$ cat config.mk
export PLATFORM = sky130hd
export DESIGN_NAME = proc_core32
export DESIGN_NICKNAME = d
export VERILOG_FILES = /design/src/rtl/proc_pkg.sv /design/src/rtl/proc_alu.sv /design/src/rtl/proc_core32.sv
export SDC_FILE = /design/constraint.sdc
export NUM_CORES = 2
export LEC_CHECK = 0
export ABC_AREA = 0
export CORE_MARGIN = 5
export CORE_UTILIZATION = 44
export CTS_BUF_LIST = sky130_fd_sc_hd__clkbuf_4
export CTS_CLUSTER_SIZE = 20
export DETAILED_ROUTE_END_ITERATION = 12
export PLACE_DENSITY = 0.67
export SYNTH_ARGS = -nofsm -noshare
export SYNTH_HDL_FRONTEND = slang
export SYNTH_HIERARCHICAL = 1
export SYNTH_SLANG_ARGS = --single-unit
$ cat constraint.sdc
create_clock -name clk -period 14 [get_ports clk]
set_clock_uncertainty 0.1 [all_clocks]
set_input_delay 2.8 -clock clk [delete_from_list [all_inputs] [get_ports clk]]
set_output_delay 2.8 -clock clk [all_outputs]
set_load 0.005 [all_outputs]
$ cat src/rtl/proc_pkg.sv
// Shared definitions for proc_core32: datapath width, register file geometry,
// instruction field positions, opcode/funct encodings and the ALU operation set.
// Optional feature macro: PROC_MUL_EN (adds R-type MUL, funct 0x18).
package proc_pkg;

    localparam int unsigned XLEN     = 32;
    localparam int unsigned REG_AW   = 5;
    localparam int unsigned NUM_REGS = 32;

    // Instruction field bit positions
    localparam int unsigned OP_HI  = 31;
    localparam int unsigned OP_LO  = 26;
    localparam int unsigned RS_HI  = 25;
    localparam int unsigned RS_LO  = 21;
    localparam int unsigned RT_HI  = 20;
    localparam int unsigned RT_LO  = 16;
    localparam int unsigned RD_HI  = 15;
    localparam int unsigned RD_LO  = 11;
    localparam int unsigned FN_HI  = 5;
    localparam int unsigned FN_LO  = 0;
    localparam int unsigned IMM_HI = 15;
    localparam int unsigned IMM_LO = 0;
    localparam int unsigned TGT_HI = 25;
    localparam int unsigned TGT_LO = 0;

    // Opcodes
    localparam logic [5:0] OP_RTYPE = 6'h00;
    localparam logic [5:0] OP_J     = 6'h02;
    localparam logic [5:0] OP_BEQ   = 6'h04;
    localparam logic [5:0] OP_BNE   = 6'h05;
    localparam logic [5:0] OP_ADDI  = 6'h08;
    localparam logic [5:0] OP_ANDI  = 6'h0C;
    localparam logic [5:0] OP_ORI   = 6'h0D;
    localparam logic [5:0] OP_LUI   = 6'h0F;
    localparam logic [5:0] OP_LW    = 6'h23;
    localparam logic [5:0] OP_SW    = 6'h2B;
    localparam logic [5:0] OP_HALT  = 6'h3F;

    // R-type funct codes
    localparam logic [5:0] FN_SLL = 6'h00;
    localparam logic [5:0] FN_SRL = 6'h02;
    localparam logic [5:0] FN_SRA = 6'h03;
    localparam logic [5:0] FN_MUL = 6'h18;
    localparam logic [5:0] FN_ADD = 6'h20;
    localparam logic [5:0] FN_SUB = 6'h22;
    localparam logic [5:0] FN_AND = 6'h24;
    localparam logic [5:0] FN_OR  = 6'h25;
    localparam logic [5:0] FN_XOR = 6'h26;
    localparam logic [5:0] FN_SLT = 6'h2A;

    typedef enum logic [3:0] {
        ALU_ADD,
        ALU_SUB,
        ALU_AND,
        ALU_OR,
        ALU_XOR,
        ALU_SLT,
        ALU_SLL,
        ALU_SRL,
        ALU_SRA,
        ALU_PASS_B,
        ALU_MUL
    } alu_op_e;

    // Sign-extend a 16-bit immediate to the datapath width
    function automatic logic [XLEN-1:0] sext16(input logic [15:0] imm);
        return {{(XLEN-16){imm[15]}}, imm};
    endfunction

endpackage

$ cat src/rtl/proc_alu.sv
// Combinational ALU for proc_core32.
// Ports:
//   i_a, i_b     operands (i_b[4:0] is the shift amount for shifts)
//   i_alu_op     operation select
//   o_result_c   result
//   o_zero_c     result == 0 (used for BEQ/BNE with a SUB)
// Optional feature macro: PROC_MUL_EN (multiplier only exists when defined).
module proc_alu
    import proc_pkg::*;
(
    input  logic [XLEN-1:0] i_a,
    input  logic [XLEN-1:0] i_b,
    input  alu_op_e         i_alu_op,
    output logic [XLEN-1:0] o_result_c,
    output logic            o_zero_c
);

    logic [4:0] w_shamt;

    assign w_shamt = i_b[4:0];

    // Operation mux
    always_comb begin
        o_result_c = '0;
        case (i_alu_op)
            ALU_ADD:    o_result_c = i_a + i_b;
            ALU_SUB:    o_result_c = i_a - i_b;
            ALU_AND:    o_result_c = i_a & i_b;
            ALU_OR:     o_result_c = i_a | i_b;
            ALU_XOR:    o_result_c = i_a ^ i_b;
            ALU_SLT:    o_result_c = XLEN'($signed(i_a) < $signed(i_b));
            ALU_SLL:    o_result_c = i_a << w_shamt;
            ALU_SRL:    o_result_c = i_a >> w_shamt;
            ALU_SRA:    o_result_c = XLEN'($signed(i_a) >>> w_shamt);
            ALU_PASS_B: o_result_c = i_b;
`ifdef PROC_MUL_EN
            ALU_MUL:    o_result_c = i_a * i_b;
`endif
            default:    o_result_c = '0;
        endcase
    end

    assign o_zero_c = (o_result_c == '0);

endmodule

$ cat src/rtl/proc_core32.sv
// Single-cycle 32-bit word-addressed load/store processor (MIPS-like encoding).
// Ports:
//   clk       system clock, all state updates on the rising edge
//   rst       synchronous active-low reset
//   pc        current instruction word address
//   inst      instruction at pc, valid in the same cycle
//   mem_addr  data word address = rs + sext(imm16), always driven
//   mem_in    data read at mem_addr, valid in the same cycle
//   mem_out   store data = rt value, always driven
//   we        store strobe; memory commits mem_out at mem_addr on the rising edge
// Optional feature macro: PROC_MUL_EN (R-type funct 0x18 MUL).
module proc_core32 #(
    parameter int unsigned     XLEN     = 32,
    parameter logic [XLEN-1:0] RESET_PC = '0
) (
    input  logic            clk,
    input  logic            rst,
    output logic [XLEN-1:0] pc,
    input  logic [XLEN-1:0] inst,
    output logic [XLEN-1:0] mem_addr,
    input  logic [XLEN-1:0] mem_in,
    output logic [XLEN-1:0] mem_out,
    output logic            we
);

    import proc_pkg::*;

    logic [XLEN-1:0]   r_counter;
    logic              r_halted;
    logic [XLEN-1:0]   r_regs [NUM_REGS];

    logic [5:0]        w_opcode;
    logic [5:0]        w_funct;
    logic [REG_AW-1:0] w_rs;
    logic [REG_AW-1:0] w_rt;
    logic [REG_AW-1:0] w_rd;
    logic [15:0]       w_imm;
    logic [25:0]       w_target;

    logic [XLEN-1:0]   w_rs_val;
    logic [XLEN-1:0]   w_rt_val;
    logic [XLEN-1:0]   w_imm_sext;
    logic [XLEN-1:0]   w_imm_zext;
    logic [XLEN-1:0]   w_pc_inc;
    logic [XLEN-1:0]   w_eff_addr;

    alu_op_e           w_alu_op;
    logic [XLEN-1:0]   w_alu_b;
    logic [XLEN-1:0]   w_alu_result;
    logic              w_alu_zero;

    logic              w_wr_en;
    logic [REG_AW-1:0] w_wr_addr;
    logic              w_wr_mem;
    logic [XLEN-1:0]   w_wr_data;
    logic              w_store;
    logic              w_branch_eq;
    logic              w_branch_ne;
    logic              w_jump;
    logic              w_halt;
    logic [XLEN-1:0]   w_next_pc;

    // Instruction fields
    assign w_opcode = inst[OP_HI:OP_LO];
    assign w_funct  = inst[FN_HI:FN_LO];
    assign w_rs     = inst[RS_HI:RS_LO];
    assign w_rt     = inst[RT_HI:RT_LO];
    assign w_rd     = inst[RD_HI:RD_LO];
    assign w_imm    = inst[IMM_HI:IMM_LO];
    assign w_target = inst[TGT_HI:TGT_LO];

    // Register file reads; r0 is hardwired to zero
    assign w_rs_val = (w_rs == '0) ? '0 : r_regs[w_rs];
    assign w_rt_val = (w_rt == '0) ? '0 : r_regs[w_rt];

    assign w_imm_sext = sext16(w_imm);
    assign w_imm_zext = XLEN'(w_imm);
    assign w_pc_inc   = r_counter + XLEN'(1);
    assign w_eff_addr = w_rs_val + w_imm_sext;

    // Decode: ALU control, register write and memory/control-flow flags
    always_comb begin
        w_alu_op    = ALU_ADD;
        w_alu_b     = w_rt_val;
        w_wr_en     = 1'b0;
        w_wr_addr   = w_rd;
        w_wr_mem    = 1'b0;
        w_store     = 1'b0;
        w_branch_eq = 1'b0;
        w_branch_ne = 1'b0;
        w_jump      = 1'b0;
        w_halt      = 1'b0;
        case (w_opcode)
            OP_RTYPE: begin
                w_wr_en = 1'b1;
                case (w_funct)
                    FN_ADD:  w_alu_op = ALU_ADD;
                    FN_SUB:  w_alu_op = ALU_SUB;
                    FN_AND:  w_alu_op = ALU_AND;
                    FN_OR:   w_alu_op = ALU_OR;
                    FN_XOR:  w_alu_op = ALU_XOR;
                    FN_SLT:  w_alu_op = ALU_SLT;
                    FN_SLL:  w_alu_op = ALU_SLL;
                    FN_SRL:  w_alu_op = ALU_SRL;
                    FN_SRA:  w_alu_op = ALU_SRA;
`ifdef PROC_MUL_EN
                    FN_MUL:  w_alu_op = ALU_MUL;
`endif
                    default: w_wr_en  = 1'b0;
                endcase
            end
            OP_ADDI: begin
                w_alu_b   = w_imm_sext;
                w_wr_en   = 1'b1;
                w_wr_addr = w_rt;
            end
            OP_ANDI: begin
                w_alu_op  = ALU_AND;
                w_alu_b   = w_imm_zext;
                w_wr_en   = 1'b1;
                w_wr_addr = w_rt;
            end
            OP_ORI: begin
                w_alu_op  = ALU_OR;
                w_alu_b   = w_imm_zext;
                w_wr_en   = 1'b1;
                w_wr_addr = w_rt;
            end
            OP_LUI: begin
                w_alu_op  = ALU_PASS_B;
                w_alu_b   = {w_imm, 16'h0000};
                w_wr_en   = 1'b1;
                w_wr_addr = w_rt;
            end
            OP_LW: begin
                w_wr_en   = 1'b1;
                w_wr_addr = w_rt;
                w_wr_mem  = 1'b1;
            end
            OP_SW: begin
                w_store = 1'b1;
            end
            OP_BEQ: begin
                w_alu_op    = ALU_SUB;
                w_branch_eq = 1'b1;
            end
            OP_BNE: begin
                w_alu_op    = ALU_SUB;
                w_branch_ne = 1'b1;
            end
            OP_J: begin
                w_jump = 1'b1;
            end
            OP_HALT: begin
                w_halt = 1'b1;
            end
            default: begin
                // Undefined opcode: NOP
            end
        endcase
    end

    // Next-PC selection; kept apart from decode so the ALU zero flag feeds forward only
    always_comb begin
        w_next_pc = w_pc_inc;
        if ((w_branch_eq && w_alu_zero) || (w_branch_ne && !w_alu_zero)) begin
            w_next_pc = w_pc_inc + w_imm_sext;
        end else if (w_jump) begin
            w_next_pc = {r_counter[XLEN-1:26], w_target};
        end else if (w_halt) begin
            w_next_pc = r_counter;
        end
    end

    proc_alu u_alu (
        .i_a        (w_rs_val),
        .i_b        (w_alu_b),
        .i_alu_op   (w_alu_op),
        .o_result_c (w_alu_result),
        .o_zero_c   (w_alu_zero)
    );

    assign w_wr_data = w_wr_mem ? mem_in : w_alu_result;

    // Outputs are combinational from state and the current instruction
    assign pc       = r_counter;
    assign mem_addr = w_eff_addr;
    assign mem_out  = w_rt_val;
    assign we       = rst && w_store && !r_halted;

    // PC, halt flag and register file commit; a halted core freezes until reset
    always_ff @(posedge clk) begin
        if (!rst) begin
            r_counter <= RESET_PC;
            r_halted  <= 1'b0;
            for (int i = 0; i < int'(NUM_REGS); i++) begin
                r_regs[i] <= '0;
            end
        end else if (!r_halted) begin
            r_counter <= w_next_pc;
            r_halted  <= w_halt;
            if (w_wr_en && (w_wr_addr != '0)) begin
                r_regs[w_wr_addr] <= w_wr_data;
            end
        end
    end

endmodule

## Word level (Yosys, flattened, before mapping)

Memories as Yosys holds them, arrays and structs flattened.
Cells that the tools add are included.

- Memories kept: 1
- Input port bits: 66
- Logic and storage cells: 97
- Bits in registers: 33
- Memory bits (writable): 1024
- Output and inout port bits: 97

- Shift-type cells: 3
- Add/sub/neg operators: 5
- Magnitude comparators: 1
- Reductions and logical operators: 22
- Muxes and demuxes: 28
- Bitwise operators: 4
- Eq/ne operators: 30

Memory list:

| name | words | bits a word | read ports | clocked after memory_dff | write ports | line | text |
|---|---|---|---|---|---|---|---|
| r_regs | 32 | 32 | 2 | 0 | 32 | proc_core32.sv:30 | `logic [XLEN-1:0] r_regs [NUM_REGS];` |

Operator list:

| operator | count |
|---|---|
| one-hot mux 32 bit (10 select lines) | 1 |
| 2-to-1 mux 32 bit | 7 |
| adder 32 bit | 3 |
| one-hot mux 32 bit (3 select lines) | 1 |
| == test 6 bit (second input constant) | 9 |
| adder 32 x 1 -> 32 bit (second input constant) | 1 |
| AND 32 bit | 1 |
| zero test 32 bit | 1 |
| < comparator 32 bit | 1 |
| OR 32 bit | 1 |
| one-hot mux 4 bit (8 select lines) | 1 |
| OR reduction 32 bit | 1 |
| left shift 32 x 5 -> 32 bit | 1 |
| >> shifter 32 x 5 -> 32 bit | 1 |
| >>> shifter 32 x 5 -> 32 bit | 1 |
| subtractor 32 bit | 1 |
| XOR 32 bit | 1 |
| == test 6 x 4 -> 1 bit (second input constant) | 4 |
| one-hot mux 4 bit (5 select lines) | 1 |
| == test 6 x 2 -> 1 bit (second input constant) | 3 |
| == test 4 x 3 -> 1 bit (second input constant) | 4 |
| 2-to-1 mux 1 bit | 14 |
| == test 6 x 3 -> 1 bit (second input constant) | 2 |
| zero test 6 bit | 2 |
| other kinds (19) | 30 |

## Logic depth before layout (Yosys ltp)

- Word-level depth: 11
- Gate-level depth with buffers: 33
- Mapped depth without buffers: 26

## Modules after synthesis

The synthesis kept the hierarchy.

Modules (own cells, without submodules):

| module | cells an instance | seq. area each (µm²) | times used | area an instance (µm²) |
|---|---|---|---|---|
| proc_core32 | 4127 | 31410.1 | 1 | 58773.9 |
| proc_alu | 1448 | 0.0 | 1 | 10003.3 |

## Least setup slack after synthesis

OpenSTA, ideal clock, no wires.

- Path kind: input to register
- From: input port inst[16]
- To: register r_counter[19], in the netlist pc[19]
- Library setup time: 0.105 ns
- Arrival time: 11.291 ns
- Required time: 13.795 ns
- Buffers on the path: 9
- Stages: 31
- Path slack: 2.504 ns
- Cell sequence: buf_2 -> buf_2 -> buf_1 -> mux4_2 -> mux4_2 -> nand2_1 -> a21oi_1 -> a22o_1 -> buf_2 -> buf_2 -> inv_2 -> buf_1 -> buf_1 -> ha_1 -> a211o_1 -> a221oi_1 -> o21ai_0 -> xor2_1 -> a21oi_1 -> o211ai_1 -> or4_1 -> or4_1 -> or4_1 -> or4_1 -> nor4_2 -> xnor2_1 -> nor4_1 -> clkbuf_1 -> clkbuf_1 -> nand2_1 -> a221oi_1

- Longest elaborated chain between the ends: 11
- Elaborated cells between the ends (all ways): 22
- Those cells by class: 2 x add/sub; 1 x order compare; 1 x eq/ne; 3 x shift; 4 x mux; 3 x bitwise; 7 x reduce/logical; 1 x memory

RTL lines:

| element | line | text |
|---|---|---|
| start, declared | proc_core32.sv:19 | `input logic [XLEN-1:0] inst,` |
| memory (32 x 32 bit) / zero test 5 bit (equally long branches) | -- |  |
| 2-to-1 mux 32 bit (*) | proc_core32.sv:74 | `assign w_rt_val = (w_rt == '0) ? '0 : r_regs[w_rt];` |
| via mem_out[1] | proc_core32.sv:22 | `output logic [XLEN-1:0] mem_out,` |
| one-hot mux 32 bit (3 select lines) (*) | proc_core32.sv:93 | `case (w_opcode)` |
| via w_alu_b[1] | proc_core32.sv:48 | `logic [XLEN-1:0] w_alu_b;` |
| subtractor 32 bit (tied with other cells) | proc_alu.sv:27 | `ALU_SUB: o_result_c = i_a - i_b;` |
| one-hot mux 32 bit (10 select lines) (*) | proc_alu.sv:25 | `case (i_alu_op)` |
| via w_alu_result[7] | proc_core32.sv:49 | `logic [XLEN-1:0] w_alu_result;` |
| zero test 32 bit (*) | proc_alu.sv:43 | `assign o_zero_c = (o_result_c == '0);` |
| via w_alu_zero | proc_core32.sv:50 | `logic w_alu_zero;` |
| zero test 1 bit | proc_core32.sv:166 | `if ((w_branch_eq && w_alu_zero) \|\| (w_branch_ne && !w_alu_zero)) begin` |
| logical AND 1 bit | proc_core32.sv:166 |  |
| logical OR 1 bit (*) | proc_core32.sv:166 |  |
| inequality test 3 x 2 -> 1 bit (no source line) | -- |  |
| AND reduction 2 bit (no source line) | -- |  |
| end signal, assigned | proc_core32.sv:200 | `r_counter <= w_next_pc;` |
| end, declared | proc_core32.sv:28 | `logic [XLEN-1:0] r_counter;` |

Mark *: on every way through the listed nets, which the timed path passes. The rest lies on a longest branch.
A chain may end at the register's enable or synchronous reset.

## Worst setup path in the final report

- From: input port inst[21]
- To: output port mem_addr[31]

- Longest elaborated chain between the ends: 3
- Elaborated cells between the ends (all ways): 4
- Those cells by class: 1 x add/sub; 1 x mux; 1 x reduce/logical; 1 x memory

RTL lines:

| element | line | text |
|---|---|---|
| memory (32 x 32 bit) / zero test 5 bit (equally long branches) | -- |  |
| 2-to-1 mux 32 bit (*) | proc_core32.sv:73 | `assign w_rs_val = (w_rs == '0) ? '0 : r_regs[w_rs];` |
| via w_rs_val[5] | proc_core32.sv:40 | `logic [XLEN-1:0] w_rs_val;` |
| adder 32 bit (*) | proc_core32.sv:79 | `assign w_eff_addr = w_rs_val + w_imm_sext;` |
| end, declared | proc_core32.sv:20 | `output logic [XLEN-1:0] mem_addr,` |

Marked as above.

==> summary.md <==
| Metric | Value |
|---|---|
| Full die area | 164000 sq um |
| WL final | ~270 mm |
| Final setup fails | 0 |
| Post-synthesis instance area | 68800 sq um |
| Sequential element share of the synthesized area | 0.457 |
| CTS Hold Buffers Added | 0 |
| IO Pins | 163 |
| Main combinational cell family by area after synthesis | multiplexers |
| Max-slew violation count | 0 |
| Crit. End Element | primary output |
| F_max | 80.4 MHz |
| Grt ovf | 0 |
| FF+latch count, synth | around 1.1k |
| FF-to-FF setup slack | 4.74 ns |
| Multi-input logic area | 34900 sq um |
| Yosys warning count | 6 |
| Clock root buffer | clkbuf_4 |
| First-pass GRT wire length | 382 mm |
| Crit path buf inv count | 4 |
| Rel. slew slack | 0.0478 |
| Finished Layout Cells | 7967 |
| Adder-Cell Fraction of Synth Area | 0.0319 |
| CP delay by family, top | compound AO/OA/AOI/OAI gates |
| Vias in the first global route | 52.9k |
| Post-synthesis mux area share | 0.245 |
| Share of synthesized registers carrying an async set or reset | 0 |
| Hold Fails Final Rpt | 0 |
| DR WL/cell | 34.1 um |
| Routability cong. | 1.05 |
| CP Class | input port to primary output |
| DP Cell Count | about 7.5k |
| Largest net degree at the start of global routing | 86 |
| Crit-path slowest cell | buf_8 |
| Antenna violations before repair | 16 |
| Fillers | ~14k |
| Via/cell ratio | 6.94 |
| Critical Path RT | 11.10 ns |
| Vias | 55.3k |
| Critical Path Source Type | input port |
| DRC | 0 |
| Initial Utilization | 0.441 |
| Final Cell Area | 76000 sq um |
| Yosys top cell by area | edfxtp_1 |
| ANT nets after route | 0 |
| Post-synth EDFFs | 1024 |
| Unrepaired setup endpoints after global routing | no |
| I/O Buffers | 162 |
| Fin crit share | 0.889 |
| CTS Buf Count | slightly below 300 |
| Final WS setup | around 1.6 ns |
| Dpl hpwl | around 180 mm |
| H-Tree Depth | 5 |
| Synth Area in Compound Gates | 0.0851 |
| Worst Path Max Fanout | 73 |
| Leak | 27.6 nW |
| Top-count cell post-synth | nor2_1 |
| Dominant cells by area after synthesis | edfxtp_1 (45%), mux4_2 (22%), nor2_1 (6.5%) |
| Setup Buffers After CTS | 0 |
| Synth cell types | 100 |
| Crit-path cells | buf_8 > buf_4 > mux4_2 > mux4_2 > mux2i_1 > nor2_1 > buf_4 > ha_1 > nand2_1 > o31ai_1 > a311oi_1 > o21a_1 > o31ai_1 > a41o_1 > a31oi_1 > xnor2_1 > clkdlybuf4s50_1 |
| Dpl ws | roughly 1.6 ns |
| Worst path max stage delay | 0.66 ns |
| Clock Sink Count | 1057 |
| Pwr Total | 9.34 mW |
| Setup TNS | 0 ns |
| Avg Inst Size Synth | 12.3 sq um |
| Post-synth top cells | nor2_1 (1187), edfxtp_1 (1024), mux4_2 (671) |
| 1st-iter DRT viols | 8883 |
| VDD IR max | 0.0000878 V |
| Status | complete, no violations |
| Syn-to-layout area delta | 10.5% |
| Clk_lat worst skew | about 1.3 ns |
| Layout Nets | approximately 6k |
| Least-Margin Pin Slew | 1.43 ns |
| Arrival time at the worst endpoint | around 9.5 ns |
| Min-Delay Path Class | flip-flop to flip-flop |
| Synth Area in Simple Gates | 0.123 |
| Core ar. | between 150000 and 200000 sq um |
| Cell Area, Placed | between 70000 and 80000 sq um |
| Util after Layout | 0.488 |
| Share of cells above drive strength 1 | 0.259 |
| DRT Pass-1 Iters | 10 |
| Clock transition at path regs | 0.06 ns |
| Chip height | 405 um |
| Xor and xnor area share after synthesis | 0.0127 |
| Seq. cell area | 31400 sq um |
| Width of the die | 405 um |
| Most used flip-flop cell after synthesis | edfxtp_1 |
| CTS tree | yes |
| Total track usage | 0.324 |
| Post-synth top area share | 0.447 |
| Clock buffer depth | 4 |
| Syn Inst Count | 5575 |
| Max-cap violations | 0 |
| Min Tclk post-route | 12.44 ns |
| Post-CTS resize count | 0 |
| Cell Pwr Density | 123 nW/um^2 |
| Final hold slack | 0.452 ns |
| Num rows | 145 |
==> layout by cell type, fill, tap and decap left out, drive strengths merged, types with 135 or more instances in the layout <==
cell type,netlist,routed
clkdlybuf4s50,0,150
a21oi,231,231
nor2,1217,1217
buf,212,217
edfxtp,1024,1024
ha,169,169
nand2,349,349
mux4,681,681
clkbuf,313,400
o21ai,135,135
==> tightest hold or removal path: stages, from the launching register on <==
cell	delay, ns
dfxtp_1	0.36
nand3_1	0.08
o41ai_1	0.06
==> area by class of cell <==
class / count / area share
sequential: 1057 / 0.413
clock inverter: 42 / 0.00287
tap: 2058 / 0.0339
inverter: 122 / 0.00603
multi-input combinational: 3902 / 0.460
clock buffer: 400 / 0.0395
timing repair buffer: 367 / 0.0439
antenna: 19 / 0.000626
==> registers in the layout, summed over array words and instances (netlist names) <==
| name | count |
|---|---|
| pc | 32 |
| r_regs | 1024 |
| r_halted | 1 |
==> cell families after synthesis <==
| family | after synthesis |
|---|---|
| compound gates | 858 |
| xor+xnor | 100 |
| buf+inv | 647 |
| other cells | 1 |
| fa+ha+maj | 173 |
| simple gates | 1914 |
| mux | 825 |
| flops | 1057 |
==> power breakdown <==
part	internal (mW)	switching [mW]
clock	1.34	1.28
sequential	3.58	0.0625
combinational	1.02	2.07
total	5.93	3.41
==> routing by layer <==
metal,vias to the layer above,track usage,part of all wire
met5,-,0,0.00035
met4,8,0.161,0.059
met3,842,0.110,0.15
met2,5057,0.480,0.44
met1,27500,0.429,0.35
li1,21900,-,-
==> final timing paths <==
kind             endpoint  cells past startpoint     startpoint
min reg2reg        pc[30]                      2         pc[30]
max reg2reg         pc[0]                     24  r_regs[10][0]
max          mem_addr[31]                     17       inst[21]
min                pc[30]                      2         pc[30]
Note: power is estimated with default switching activity, not from simulation.
